$ cat src/rtl/serial_adder_ctrl.sv
// Bit-serial adder sequencer: drives an external single-bit full adder one bit
// pair per cycle, LSB first, and assembles a WIDTH-bit sum plus final carry.
module serial_adder_ctrl #(
  parameter int unsigned WIDTH = 8
) (
  input  logic             clk,
  input  logic             rst,
  input  logic             start,
  input  logic [WIDTH-1:0] a,
  input  logic [WIDTH-1:0] b,
  input  logic             cin,
  output logic             fa_a,
  output logic             fa_b,
  output logic             fa_cin,
  input  logic             fa_sum,
  input  logic             fa_cout,
  output logic             busy,
  output logic             done,
  output logic [WIDTH-1:0] sum,
  output logic             cout
);

  localparam int unsigned CW = (WIDTH > 1) ? $clog2(WIDTH) : 1;
  localparam logic [CW-1:0] LAST_BIT = CW'(WIDTH - 1);

  typedef enum logic [1:0] {
    IDLE  = 2'd0,
    SHIFT = 2'd1,
    DONE  = 2'd2
  } state_e;

  state_e           state_q;
  logic [WIDTH-1:0] areg_q;
  logic [WIDTH-1:0] breg_q;
  logic [WIDTH-1:0] psum_q;
  logic             carry_q;
  logic [CW-1:0]    cnt_q;
  logic [WIDTH-1:0] sum_q;
  logic             cout_q;
  logic             busy_q;
  logic             done_q;

  // Next partial sum: the returned bit enters at the MSB so the LSB lands at bit 0 last.
  logic [WIDTH-1:0] psum_d;
  assign psum_d = {fa_sum, psum_q[WIDTH-1:1]};

  // Sequencer: one state register, all control outputs registered alongside it.
  always_ff @(posedge clk or posedge rst) begin
    if (rst) begin
      state_q <= IDLE;
      areg_q  <= '0;
      breg_q  <= '0;
      psum_q  <= '0;
      carry_q <= 1'b0;
      cnt_q   <= '0;
      sum_q   <= '0;
      cout_q  <= 1'b0;
      busy_q  <= 1'b0;
      done_q  <= 1'b0;
    end else begin
      done_q <= 1'b0;
      unique case (state_q)
        IDLE, DONE: begin
          if (start) begin
            areg_q  <= a;
            breg_q  <= b;
            carry_q <= cin;
            cnt_q   <= '0;
            busy_q  <= 1'b1;
            state_q <= SHIFT;
          end else begin
            busy_q  <= 1'b0;
            state_q <= IDLE;
          end
        end
        SHIFT: begin
          psum_q  <= psum_d;
          areg_q  <= {1'b0, areg_q[WIDTH-1:1]};
          breg_q  <= {1'b0, breg_q[WIDTH-1:1]};
          carry_q <= fa_cout;
          // Result registers change only here, so they never show a partial sum.
          if (cnt_q == LAST_BIT) begin
            sum_q   <= psum_d;
            cout_q  <= fa_cout;
            busy_q  <= 1'b0;
            done_q  <= 1'b1;
            state_q <= DONE;
          end else begin
            cnt_q <= cnt_q + CW'(1);
          end
        end
        default: begin
          busy_q  <= 1'b0;
          state_q <= IDLE;
        end
      endcase
    end
  end

  assign fa_a   = areg_q[0];
  assign fa_b   = breg_q[0];
  assign fa_cin = carry_q;
  assign busy   = busy_q;
  assign done   = done_q;
  assign sum    = sum_q;
  assign cout   = cout_q;

endmodule

$ cat config.mk
export PLATFORM = sky130hd
export DESIGN_NAME = serial_adder_ctrl
export DESIGN_NICKNAME = d
export VERILOG_FILES = /design/src/rtl/serial_adder_ctrl.sv
export SDC_FILE = /design/constraint.sdc
export NUM_CORES = 1
export LEC_CHECK = 0
export ABC_CLOCK_PERIOD_IN_PS = 3800
export BUFFER_PORTS_ARGS = -buffer_cell sky130_fd_sc_hd__buf_2
export CORE_MARGIN = 3
export CORE_UTILIZATION = 58
export CTS_CLUSTER_DIAMETER = 120
export DETAILED_ROUTE_END_ITERATION = 10
export PLACE_DENSITY = 0.87
export SETUP_SLACK_MARGIN = 0.05
export SLEW_MARGIN = 20
export SYNTH_ARGS = -nofsm -noshare
export SYNTH_HDL_FRONTEND = slang
export SYNTH_SLANG_ARGS = --single-unit
$ cat constraint.sdc
create_clock -name clk -period 3.8 [get_ports clk]
set_input_delay 0.38 -clock clk [delete_from_list [all_inputs] [get_ports clk]]
set_output_delay 0.38 -clock clk [all_outputs]
set_load 0.01 [all_outputs]
==> run summary <==
Boundary Pins -> 36
die width -> 61.31 µm
grt total ovfl -> 0
Root Buffer Master -> clkbuf_4
r2r endpoint -> sum[7]
Syn Inst Count -> 161
HP Class -> input port to asynchronous set/reset pin
DRT iter0 DRCs -> 46
Post-Syn Area -> 1774 µm²
post_cts resized -> 0
Pwr Density -> 808.6 nW/µm²
Vert. Die Dim -> 61.31 µm
ant diodes -> 0
initial antenna violation count -> 0
htree depth -> 2
vias in the first global route -> 1255
clk_skew -> 13.63 ps
Setup WS pre-CTS -> 1931 ps
DR pass1 iterations -> 4
FF-to-FF setup slack -> 1890 ps
antenna viol nets, final -> 0
CP startpoint kind -> flop
total power -> 1.643 mW
largest net degree at the start of global routing -> 41
DRC -> 0
worst reg2reg startpoint -> state_q[0]
VDD IR max -> 487.2 µV
Tmin final -> 1911 ps
adder-cell share of the synthesized area -> 0.01410
Yosys top cell area share -> 0.5642
mux contribution to synthesized area -> 0.1044
Worst Path Max Fanout -> 27
via count -> 1277
setup bufs post-CTS -> 0
area grow syn2layout -> 14.53%
fin worst setup slack -> 1889 ps
PortBufs -> 35
Setup TNS Final -> 0 ps
Die Area -> 3758 µm²
cts hold-fix bufs -> 0
Inserted Clock Buffers -> 5
Setup crit end kind -> flop
Synth Area in Compound Gates -> 0.1220
Initial Util -> 0.6272
largest family of logic cells by synthesized area -> simple AND/OR/NAND/NOR gates
xor and xnor area share after synthesis -> 0
Skew-Pair Late Insertion Delay -> 350 ps
buffer depth of the longest clock path -> 2
WS Path Type -> flop to flop
outcome -> finished, final reports clean
post-synthesis register bit count -> 40
RSZ-0062 raised after global routing -> false
layout cell share with drive strength beyond 1 -> 0.2821
final wirelength -> 3294 µm
Clock transition at path regs -> 120 ps
Wirelength per Cell -> 14.58 µm
Worst-Margin Slew -> 748.5 ps
Vias/cell -> 5.650
sequential area share after synthesis -> 0.5642
Syn Area/Cell -> 11.02 µm²
CTS tree -> done
Hold Violations, Final -> 0
yosys warns -> 0
Fmax achieved -> 523.3 MHz
global-route usage over all layers -> 0.2065
first-pass GRT wire length -> 5520 µm
simple-gate share of the synthesized area -> 0.1361
Core Box Area -> 2829 µm²
Slew HR -> 0.5010
largest cells by area after synthesis -> dfrtp_1, nand2_1, mux2_2
Final period util -> 0.5029
Final #Nets -> 219
WP data arrival -> 2160 ps
# Max-Cap Violations -> 0
count of unique library cells instantiated by Yosys -> 26
Leak -> 1.034 nW
num rows -> 19
Post-Syn Nets -> 185
hpwl dp -> 2420 µm
Setup-failing EPs final -> 0
clock sinks -> 40
Worst Path Required -> 4050 ps
max-slew violation count -> 0
R2R cell count -> 4
GPL Wtd Cong -> 0.7706
most area-hungry cell type in the Yosys netlist -> dfrtp_1
[per-layer routing]
layer	track usage	part of all wire	vias up
li1	-	-	620
met1	0.2400	0.41	609
met2	0.3384	0.50	40
met3	0.08176	0.066	8
met4	0.08978	0.018	0
met5	0	0	-
[synth_stat cells (all sizes together)]
cell and number:
ha 2, nor2 3, o22ai 7, nand3 5, nand2b 3, o211ai 2, o21ai 4, nor2b 7
clkbuf 2, and3b 1, inv 11, nand2 27, a221o 2, or3b 1, a21o 1, mux2i 8
a211oi 6, a21oi 13, buf 7, mux2 9, dfrtp 40
[per-stage QoR]
step / util / cells / hold slack (ps) / cell area, µm²
2_1_floorplan: - / 161 / 440.2 / 1774
3_3_place_gp: 0.6838 / 219 / 469.6 / 1934
3_5_place_dp: 0.6838 / 219 / 476.3 / 1934
4_1_cts: 0.7183 / 226 / 132.3 / 2032
5_1_grt: 0.7183 / 226 / 161.8 / 2032
6_report: 0.7183 / 226 / 113.5 / 2032
[final cells by class]
type	instances	area (µm²)
Sequential cell	40	1001
Fill cell	221	797.0
Multi-Input combinational cell	101	668.1
Timing Repair Buffer	36	182.7
Clock inverter	2	60.06
Inverter	11	43.79
Tap cell	31	38.79
Clock buffer	5	37.54
[placed cells by master (no fill, tap or decap), types with 4 or more instances in the layout]
master     n
dfrtp_1   40
buf_2     35
nand2_1   26
a21oi_1   13
inv_1     10
mux2_2     8
mux2i_1    8
o22ai_1    7
nor2b_1    6
a211oi_1   6
nand3_1    5
clkbuf_4   5
o21ai_0    4
[critical path: stages, from the launching register on]
cell and delay (ps):
dfrtp_1 840, nor2b_4 450, nand2_8 110, inv_4 90, mux2_2 320
[flip-flops by register name, indices dropped and copies added (netlist names)]
register / cells
fa_cin: 1
busy: 1
breg_q: 8
cout: 1
psum_q: 7
sum: 8
state_q: 2
cnt_q: 3
done: 1
areg_q: 8
[how the worst max path moves through the flow]
stage	from	to	slack, ps	cells after the start
6_report	state_q[0]	sum[7]	1890	4
5_1_grt	state_q[0]	sum[7]	1760	4
4_1_cts	state_q[0]	sum[7]	1920	4
3_5_place_dp	state_q[0]	sum[7]	1930	4
3_3_place_gp	state_q[0]	sum[0]	1990	4
2_1_floorplan	cnt_q[0]	cnt_q[0]	2310	5
[where the power goes]
group / total, mW / switching [mW] / internal [mW]
Clock: 0.334 / 0.132 / 0.201
Sequential: 0.762 / 0.149 / 0.613
Combinational: 0.548 / 0.289 / 0.259
Total: 1.64 / 0.570 / 1.07
[cells by family (layout without fill, tap and decap cells)]
kind of cell               count (synthesis)  after routing
adders and majority gates                  2              2
buffers and inverters                     20             54
DFF                                       40             40
AOI/OAI and AO/OA                         35             35
and+or+nand+nor                           47             47
muxes                                     17             17
Power figures use the tool's default switching activity.
